$ cat config.mk
export PLATFORM = sky130hd
export DESIGN_NAME = is_uart_tx_ctrl
export DESIGN_NICKNAME = d
export VERILOG_FILES = /design/src/rtl/is_uart_tx_ctrl.sv
export SDC_FILE = /design/constraint.sdc
export NUM_CORES = 1
export LEC_CHECK = 0
export CAP_MARGIN = 20
export CORE_MARGIN = 2
export CORE_UTILIZATION = 58
export CTS_BUF_LIST = sky130_fd_sc_hd__clkbuf_2 sky130_fd_sc_hd__clkbuf_4 sky130_fd_sc_hd__clkbuf_8
export DETAILED_ROUTE_END_ITERATION = 6
export GPL_TIMING_DRIVEN = 0
export PLACE_DENSITY = 0.95
export SLEW_MARGIN = 5
export SYNTH_ARGS = -nofsm -noshare
export SYNTH_HDL_FRONTEND = slang
export SYNTH_SLANG_ARGS = --single-unit
$ cat constraint.sdc
create_clock -name clk_i -period 3.9 [get_ports clk_i]
set_clock_uncertainty 0.2 [all_clocks]
set_input_delay 0.585 -clock clk_i [delete_from_list [all_inputs] [get_ports clk_i]]
set_output_delay 0.585 -clock clk_i [all_outputs]
set_load 0.005 [all_outputs]
$ cat src/rtl/is_uart_tx_ctrl.sv
// UART transmit frame sequencer: start, DATA_W data bits LSB first, optional parity, 1 or 2 stops.
// Bit timing comes from an external sample counter that this block holds in clear while idle.
module is_uart_tx_ctrl #(
  parameter int unsigned DATA_W = 8
) (
  input  logic              clk_i,
  input  logic              rstn_i,
  input  logic              tx_ce_i,
  output logic              txct_r_o,
  input  logic [DATA_W-1:0] s_data_i,
  input  logic              s_valid_i,
  output logic              s_ready_o,
  input  logic              parity_en_i,
  input  logic              parity_odd_i,
  input  logic              stop2_i,
  output logic              tx_o,
  output logic              busy_o,
  output logic              done_o
);

  localparam int unsigned IDX_W = (DATA_W > 1) ? $clog2(DATA_W) : 1;
  localparam logic [IDX_W-1:0] IDX_LAST = IDX_W'(DATA_W - 1);

  typedef enum logic [2:0] {
    S_IDLE   = 3'd0,
    S_START  = 3'd1,
    S_DATA   = 3'd2,
    S_PARITY = 3'd3,
    S_STOP1  = 3'd4,
    S_STOP2  = 3'd5
  } state_t;

  state_t            state_q, state_d;
  logic [IDX_W-1:0]  idx_q, idx_d;
  logic [DATA_W-1:0] data_q, data_d;
  logic              pen_q, pen_d;
  logic              podd_q, podd_d;
  logic              stop2_q, stop2_d;
  logic              tx_d, txct_r_d, ready_d, done_d;
  logic              ce;

  // A strobe is only meaningful once the counter has been released from clear.
  assign ce = tx_ce_i & ~txct_r_o;

  always_ff @(posedge clk_i or negedge rstn_i) begin
    if (!rstn_i) begin
      state_q   <= S_IDLE;
      idx_q     <= '0;
      data_q    <= '0;
      pen_q     <= 1'b0;
      podd_q    <= 1'b0;
      stop2_q   <= 1'b0;
      tx_o      <= 1'b1;
      txct_r_o  <= 1'b1;
      s_ready_o <= 1'b1;
      busy_o    <= 1'b0;
      done_o    <= 1'b0;
    end else begin
      state_q   <= state_d;
      idx_q     <= idx_d;
      data_q    <= data_d;
      pen_q     <= pen_d;
      podd_q    <= podd_d;
      stop2_q   <= stop2_d;
      tx_o      <= tx_d;
      txct_r_o  <= txct_r_d;
      s_ready_o <= ready_d;
      busy_o    <= ~ready_d;
      done_o    <= done_d;
    end
  end

  always_comb begin
    state_d = state_q;
    idx_d   = idx_q;
    data_d  = data_q;
    pen_d   = pen_q;
    podd_d  = podd_q;
    stop2_d = stop2_q;
    done_d  = 1'b0;

    case (state_q)
      S_IDLE: begin
        if (s_valid_i && s_ready_o) begin
          data_d  = s_data_i;
          pen_d   = parity_en_i;
          podd_d  = parity_odd_i;
          stop2_d = stop2_i;
          idx_d   = '0;
          state_d = S_START;
        end
      end
      S_START: begin
        if (ce) begin
          idx_d   = '0;
          state_d = S_DATA;
        end
      end
      S_DATA: begin
        if (ce) begin
          if (idx_q == IDX_LAST) begin
            state_d = pen_q ? S_PARITY : S_STOP1;
          end else begin
            idx_d = idx_q + IDX_W'(1);
          end
        end
      end
      S_PARITY: begin
        if (ce) state_d = S_STOP1;
      end
      S_STOP1: begin
        if (ce) begin
          if (stop2_q) begin
            state_d = S_STOP2;
          end else begin
            state_d = S_IDLE;
            done_d  = 1'b1;
          end
        end
      end
      S_STOP2: begin
        if (ce) begin
          state_d = S_IDLE;
          done_d  = 1'b1;
        end
      end
      default: state_d = S_IDLE;
    endcase

    // Line level and handshake outputs follow the state being entered so they register with it.
    case (state_d)
      S_START:  tx_d = 1'b0;
      S_DATA:   tx_d = data_d[idx_d];
      S_PARITY: tx_d = (^data_d) ^ podd_d;
      default:  tx_d = 1'b1;
    endcase
    txct_r_d = (state_d == S_IDLE);
    ready_d  = (state_d == S_IDLE);
  end

endmodule

Word-level counts from Yosys, hierarchy flattened. Index checks and enable logic that the tools add are counted.

Memories kept: 0. Bits in read-only memories: 0. Bits in writable memories: 0. Logic and storage cells: 56. Register bits: 21. Bits in latches: 0. Output and inout bits: 5.

Div/mod/pow operators: 0. Reduce and logical (&&, ||, !) cells: 5. $mul: 0. Bitwise gates (word level): 4. Shifts and indexed selects: 0. $add $sub $neg: 1. $lt $le $gt $ge: 1. Equality and inequality tests: 9. Muxes and demuxes: 26.

Operators by type and width (count): 3-bit two-way mux (13); 3-bit one-hot mux with 6 select lines (1); 8-bit two-way mux (2); 3-bit by 2-bit == test with 1-bit output, second input constant (4); 3-bit == test, second input constant (3); 3-bit one-hot mux with 3 select lines (1); 8-bit XOR reduction (1); 3-bit by 1-bit == test with 1-bit output, second input constant (2); 3-bit logical NOT (2); 1-bit two-way mux (6); 3-bit by 4-bit < comparator with 1-bit output, second input constant (1); 3-bit by 1-bit adder with 3-bit output, second input constant (1); 1-bit binary-select mux with 3-bit select (1); 1-bit one-hot mux with 3 select lines (1); 1-bit inverter (2); 1-bit one-hot mux with 2 select lines (1); 2-bit AND reduction (1); 1-bit AND (1); 1-bit logical AND (1); 1-bit bitwise XOR (1).

Logic depth before layout (Yosys ltp). Gate-level depths: netlist of the first run.

Depth in word-level cells: 7. Depth in mapped cells: 8. Mapped depth without buffers: 7.

Worst setup path before layout of the first run. No wires, ideal clock.

Path type: input-to-reg. Start point: in tx_ce_i. End point: reg tx_o. Stages on the path: 6. Arrival: 2.067 ns. Setup slack: 1.546 ns. Buffers on the path: 0. Cell sequence: nor3b_2 -> nand2_2 -> a311oi_4 -> mux2_4 -> a311oi_1 -> a31oi_1.

Longest elaborated chain between the ends: 6.

Ends and longest elaborated chain: from (decl) (RTL line 8) `input logic tx_ce_i,`; 1-bit AND * (RTL line 43) `assign ce = tx_ce_i & ~txct_r_o;`; 3-bit two-way mux (on tied branches) (RTL line 100, 94); 3-bit one-hot mux with 3 select lines (RTL line 82) `case (state_q)`; 1-bit binary-select mux with 3-bit select (RTL line 133) `S_DATA: tx_d = data_d[idx_d];`; 1-bit two-way mux (implied by the code) (RTL line 133); 1-bit one-hot mux with 3 select lines * (RTL line 131) `case (state_d)`; via tx_d (RTL line 39) `logic tx_d, txct_r_d, ready_d, done_d;`; to (signal assigned) (RTL line 65) `tx_o <= tx_d;`; to (decl) (RTL line 16) `output logic tx_o,`.

Mark *: on every way through the listed nets, which the timed path passes. The rest lies on a longest branch. The select of a mux whose other input is x is not followed. A chain may end at the register's enable or synchronous reset.

Final worst setup path of the first run. Same ends and word-level chain as after synthesis.

==> impl_metrics.env, run 1 <==
export IMPL_hold_path_class="register to register"
export IMPL_grt_pass1_wl_um=3770
export IMPL_num_antenna_cells=0
export IMPL_max_freq_ghz=0.351
export IMPL_grt_pass1_vias=834
export IMPL_vias=867
export IMPL_synthMuxAreaShare=0.142
export IMPL_max_slew_margin=0.369
export IMPL_clk_insertion_delay_late_ns=0.31
export IMPL_grt_total_usage=0.212
export IMPL_startpoint_type="input pin"
export IMPL_grt_busiest_layer="met2"
export IMPL_die_w_um=49.1
export IMPL_num_rows=16
export IMPL_slew_violations=0
export IMPL_firstDrtPassIters=4
export IMPL_synth_edf_count=0
export IMPL_post_cts_resized=0
export IMPL_grt_use_met2=0.376
export IMPL_antenna_found_initial=0
export IMPL_clock_sinks=21
export IMPL_synth_adder_area_share=0.0106
export IMPL_globalRouteMet1Util=0.248
export IMPL_place_inst=150
export IMPL_die_height_um=49.1
export IMPL_avgSynthCellArea_sq_um=11.3
export IMPL_critPathKind="input pin to register"
export IMPL_cts_hold_buf=0
export IMPL_clkSlewWorstSetupHoldPaths_ns=0.11
export IMPL_routed_wl_um=2270
export IMPL_required_ns=3.94
export IMPL_clockBufferDepth=2
export IMPL_synth_xor_xnor_area_share=0.0636
export IMPL_netlist_area_sq_um=1180
export IMPL_synth_compound_gate_area_share=0.157
export IMPL_area_delta_synth_final_pct=21.5
export IMPL_status="complete, no violations"
export IMPL_worst_slew_pin_slew_ns=0.944
export IMPL_tns_ns=0
export IMPL_start_util=0.608
export IMPL_cts_buffers=3
export IMPL_drt_initial_drc_count=12
export IMPL_cap_violations=0
export IMPL_postSynthNetCount=120
export IMPL_drive_above_1_share=0.197
export IMPL_cp_end_kind="register"
export IMPL_grt_ovfl_total=0
export IMPL_coreArea_sq_um=1940
export IMPL_rsz0062_at_grt="false"
export IMPL_arrival_ns=2.89
export IMPL_stdcell_count=154
export IMPL_place_hpwl_um=1780
export IMPL_synth_async_reset_ratio=1.00
export IMPL_htreeDepth=1
export IMPL_fin_crit_sh=0.730
export IMPL_peakVddDrop_uv=587
export IMPL_ys_ff_latch=21
export IMPL_netlist_instances=104
export IMPL_finalHoldViolCount=0
export IMPL_ys_warn_count=0
export IMPL_rrSetupSlack_ns=1.39
export IMPL_critPathMaxFanout=5
export IMPL_gp_congestion=0.865
export IMPL_ant_nets=0
export IMPL_synth_top_family_by_area="compound AO/OA/AOI/OAI gates"
export IMPL_ys_seq_area_frac=0.448
export IMPL_port_buffer_count=19
export IMPL_use_met3=0.0337
export IMPL_nets=144
export IMPL_cts_tree="yes"
export IMPL_die_area_sq_um=2410
export IMPL_vias_per_cell=5.63
export IMPL_ys_types=40
export IMPL_cts_setup_buffers=0
export IMPL_drc=0
export IMPL_cts_root_buf="clkbuf_4"
export IMPL_wire_per_inst_um=14.8
export IMPL_ys_flop_type="dfrtp_1"
export IMPL_p_per_area_nw_per_um2=831
export IMPL_grt_max_degree=22
export IMPL_finalSetupViolCount=0
export IMPL_fin_crit_ns=2.85
export IMPL_num_io_pins=20
export IMPL_p_leak_nw=0.640
export IMPL_synth_simple_area_share=0.122
-- cell families (layout without fill, tap and decap cells) --
kind of cell	Yosys count	in the layout
compound gates	23	23
xor+xnor	7	7
fa+ha+maj	1	1
buf+inv	15	38
flops	21	21
mux	15	15
simple gates	22	22
-- power by group --
group / internal [mW] / switching, mW
sequential: 0.326 / 0.0905
clock: 0.0470 / 0.0672
combinational: 0.368 / 0.293
-- cells in the mapped netlist (3+ instances only) --
cell type	number	area share
dfrtp_1	19	0.40
mux2_2	8	0.076
nand2_1	5	0.016
nor2_1	3	0.0095
a21oi_1	5	0.021
xnor2_1	5	0.037
mux2i_1	4	0.034
inv_1	12	0.038
nand3b_1	4	0.025
buf_4	3	0.019
-- final cells by class --
| type | count | area [sq um] |
|---|---|---|
| buffer | 3 | 22.5 |
| multi-input combinational | 68 | 584 |
| fill | 144 | 508 |
| clock buffer | 4 | 30.0 |
| sequential | 21 | 528 |
| inverter | 12 | 45.0 |
| tap | 27 | 33.8 |
| timing repair buffer | 19 | 190 |
-- flip-flops by register name, summed over array words and instances, names as in the netlist --
register	cells
stop2_q	1
tx_o	1
pen_q	1
idx_q	3
podd_q	1
state_q	3
done_o	1
s_ready_o	1
data_q	8
busy_o	1
-- path summary, 6_finish.rpt --
path                       depth (start not counted)        end        from
setup / recovery                                   7       tx_o     tx_ce_i
hold / removal                                     1  data_q[4]   data_q[4]
setup reg to reg                                   6       tx_o  state_q[0]
hold reg to reg                                    1  data_q[4]   data_q[4]
max in group asynchronous                          1     busy_o      rstn_i
min in group asynchronous                          1  data_q[1]      rstn_i
-- stage by stage --
stage / utilization / area (sq um) / power (mW) / setup WS (ns) / hold WS (ns)
global placement: 0.723 / 1400 / 1.06 / 0.786 / 0.311
floorplan: - / 1180 / 0.909 / 1.55 / 0.0894
detailed placement: 0.723 / 1400 / 1.08 / 0.716 / 0.320
global route: 0.738 / 1430 / 1.27 / 0.941 / 0.377
CTS: 0.738 / 1430 / 1.19 / 1.04 / 0.357
finish: 0.738 / 1430 / 1.19 / 1.05 / 0.347
-- routing by layer --
metal | part of all wire | wire (um)
met5 | 0 | 0
met4 | 0.026 | 59
met3 | 0.044 | 100
met2 | 0.52 | 1180
met1 | 0.41 | 936
-- critical path: stages --
cell and delay [ns]:
clkdlybuf4s50_1 0.52, nor3b_2 0.37, nand2_2 0.15, a311oi_4 0.50
mux2_4 0.35, a311oi_1 0.29, a31oi_1 0.12
-- cell usage in the layout (no fill, tap or decap), types with 2 or more instances in the layout --
cell type	n
a21oi_1	5
buf_4	3
dfrtp_1	19
mux2_1	2
nand2_1	5
clkdlybuf4s50_1	19
dfstp_2	2
mux2_2	8
mux2i_1	4
o211ai_1	2
nor2_1	3
o21ai_0	2
a31oi_1	2
inv_1	12
nand3_1	2
xnor2_1	5
nand3b_1	4
clkbuf_4	4
(Power assumes the default switching activity.)
==> inputs of run 2 (changes only) <==
Settings changed: CORE_UTILIZATION 58 to 54, PLACE_DENSITY 0.95 to 0.91.
Clock period 3.9 ns to 2.86 ns, I/O delays scaled along.
==> run 2 against run 1 <==
Routed wire length rose by 0.88%. Hold slack got worse by 0.22 ns. Core utilization fell by 1.6 points. Highest routed layer unchanged. Register-to-register slack got worse by 1.0 ns. Clock power rose by 27%. Largest power group unchanged. Critical path depth did not move.
==> impl_metrics.env, run 2 (same netlist as run 1, synthesis figures left out) <==
export IMPL_cts_setup_buffers=0
export IMPL_htreeDepth=1
export IMPL_fin_crit_ns=2.67
export IMPL_finalHoldViolCount=0
export IMPL_critPathKind="input pin to register"
export IMPL_num_antenna_cells=0
export IMPL_max_slew_margin=0.707
export IMPL_slowest_delay_ns=0.52
export IMPL_p_per_area_nw_per_um2=1120
export IMPL_fin_crit_sh=0.934
export IMPL_vias_per_cell=5.59
export IMPL_regMostFlops="data_q"
export IMPL_ant_nets=0
export IMPL_seqPwrFrac=0.355
export IMPL_status="complete, no violations"
export IMPL_pwr_share_clk=0.089
export IMPL_post_cts_resized=0
export IMPL_rrSetupSlack_ns=0.35
export IMPL_grt_total_usage=0.214
export IMPL_p_leak_nw=0.647
export IMPL_dp_slack_ns=-0.161
export IMPL_top_regs="data_q (8), idx_q (3), state_q (3)"
export IMPL_largest_reg_flops=8
export IMPL_fin_ws_ns=0.189
export IMPL_area_delta_synth_final_pct=22.6
export IMPL_place_hpwl_um=1820
export IMPL_peakVddDrop_uv=709
export IMPL_vias=866
export IMPL_nets=145
export IMPL_cts_root_buf="clkbuf_4"
export IMPL_cp_end_kind="register"
export IMPL_arrival_ns=2.71
export IMPL_power_frac_comb=0.556
export IMPL_coreArea_sq_um=2000
export IMPL_finalSetupViolCount=0
export IMPL_port_buffer_count=19
export IMPL_path_cells="clkdlybuf4s50_1 > nor3b_2 > nand2_2 > a311oi_4 > mux2_4 > a311oi_1 > a31oi_1"
export IMPL_startpoint_type="input pin"
export IMPL_firstDrtPassIters=4
export IMPL_required_ns=2.90
export IMPL_cap_violations=0
export IMPL_num_rows=16
export IMPL_grt_ovfl_total=0
export IMPL_cts_tree="yes"
export IMPL_sw_frac_of_total=0.381
export IMPL_slew_violations=0
export IMPL_final_cell_mix="dfrtp_1, clkdlybuf4s50_1, inv_1, mux2_2"
export IMPL_rsz0062_at_grt="false"
export IMPL_antenna_found_initial=0
export IMPL_clockBufferDepth=2
export IMPL_fin_total_pwr_mw=1.62
export IMPL_cpMaxStageDelayCell="clkdlybuf4s50_1"
export IMPL_routed_wl_um=2290
export IMPL_gp_congestion=0.888
export IMPL_power_internal_mw=1.00
export IMPL_drive_above_1_share=0.203
export IMPL_grt_pass1_vias=896
export IMPL_grt_max_degree=22
export IMPL_clock_sinks=21
export IMPL_clk_insertion_delay_late_ns=0.31
export IMPL_cts_hold_buf=0
export IMPL_num_fill_cells=164
export IMPL_grt_pass1_wl_um=4000
export IMPL_hold_path_class="input pin to async pin"
export IMPL_die_w_um=50.7
export IMPL_num_io_pins=20
export IMPL_die_area_sq_um=2580
export IMPL_critPathMaxFanout=5
export IMPL_drt_initial_drc_count=9
export IMPL_max_freq_ghz=0.374
export IMPL_crit_buf_inv=1
export IMPL_clkSlewWorstSetupHoldPaths_ns=0.11
export IMPL_cts_buffers=3
export IMPL_fin_util=0.723
export IMPL_die_height_um=50.7
export IMPL_start_util=0.589
export IMPL_p_sw_mw=0.617
export IMPL_drc=0
export IMPL_cp_top_family="compound AO/OA/AOI/OAI gates"
export IMPL_wire_per_inst_um=14.8
export IMPL_worst_slew_pin_slew_ns=0.439
==> run 2: cell count changes in the layout (fill, tap and decap cells not counted), sizes merged <==
cell	delta
buf	+1
clkbuf	-1
clkinv	+1
==> run 2: path summary, 6_finish.rpt <==
kind | start | end | cells past startpoint
setup / recovery | tx_ce_i | tx_o | 7
hold / removal | rstn_i | state_q[2] | 1
setup reg to reg | s_ready_o | tx_o | 6
hold reg to reg | data_q[3] | data_q[3] | 1
max in group asynchronous | rstn_i | tx_o | 2
min in group clk_i | data_q[3] | data_q[3] | 1
==> run 2: power by group through the flow <==
stage | Sequential, mW | Combinational, mW | Clock (mW)
floorplan | 0.550 | 0.690 | 0
CTS | 0.575 | 0.903 | 0.152
global route | 0.596 | 0.996 | 0.162
detailed placement | 0.583 | 0.900 | 0
finish | 0.574 | 0.899 | 0.145
global placement | 0.569 | 0.871 | 0
==> run 2: per-layer routing <==
layer,share of wire,global-route usage,vias up,routed length (um)
met3,0.044,0.0298,7,100
li1,-,-,420,-
met1,0.39,0.249,413,897
met4,0.033,0.126,0,76
met5,0,0,-,0
met2,0.53,0.373,26,1220
==> run 2: cell type report <==
cell class	instances	area (sq um)	share of cell area
Tap cell	27	33.8	0.0234
Buffer	3	22.5	0.0156
Timing Repair Buffer	20	205	0.142
Inverter	12	45.0	0.0311
Clock inverter	1	5.00	0.00346
Multi-Input combinational cell	68	584	0.404
Clock buffer	3	22.5	0.0156
Sequential cell	21	528	0.365
==> run 2: stage by stage <==
step           area [sq um]  instances  hold slack (ns)  TNS [ns]
2_1_floorplan          1180        104          -0.0666         0
3_3_place_gp           1400        150            0.312   -0.0806
3_5_place_dp           1400        150            0.337    -0.161
4_1_cts                1430        154            0.364         0
5_1_grt                1450        155            0.130         0
6_report               1450        155            0.132         0
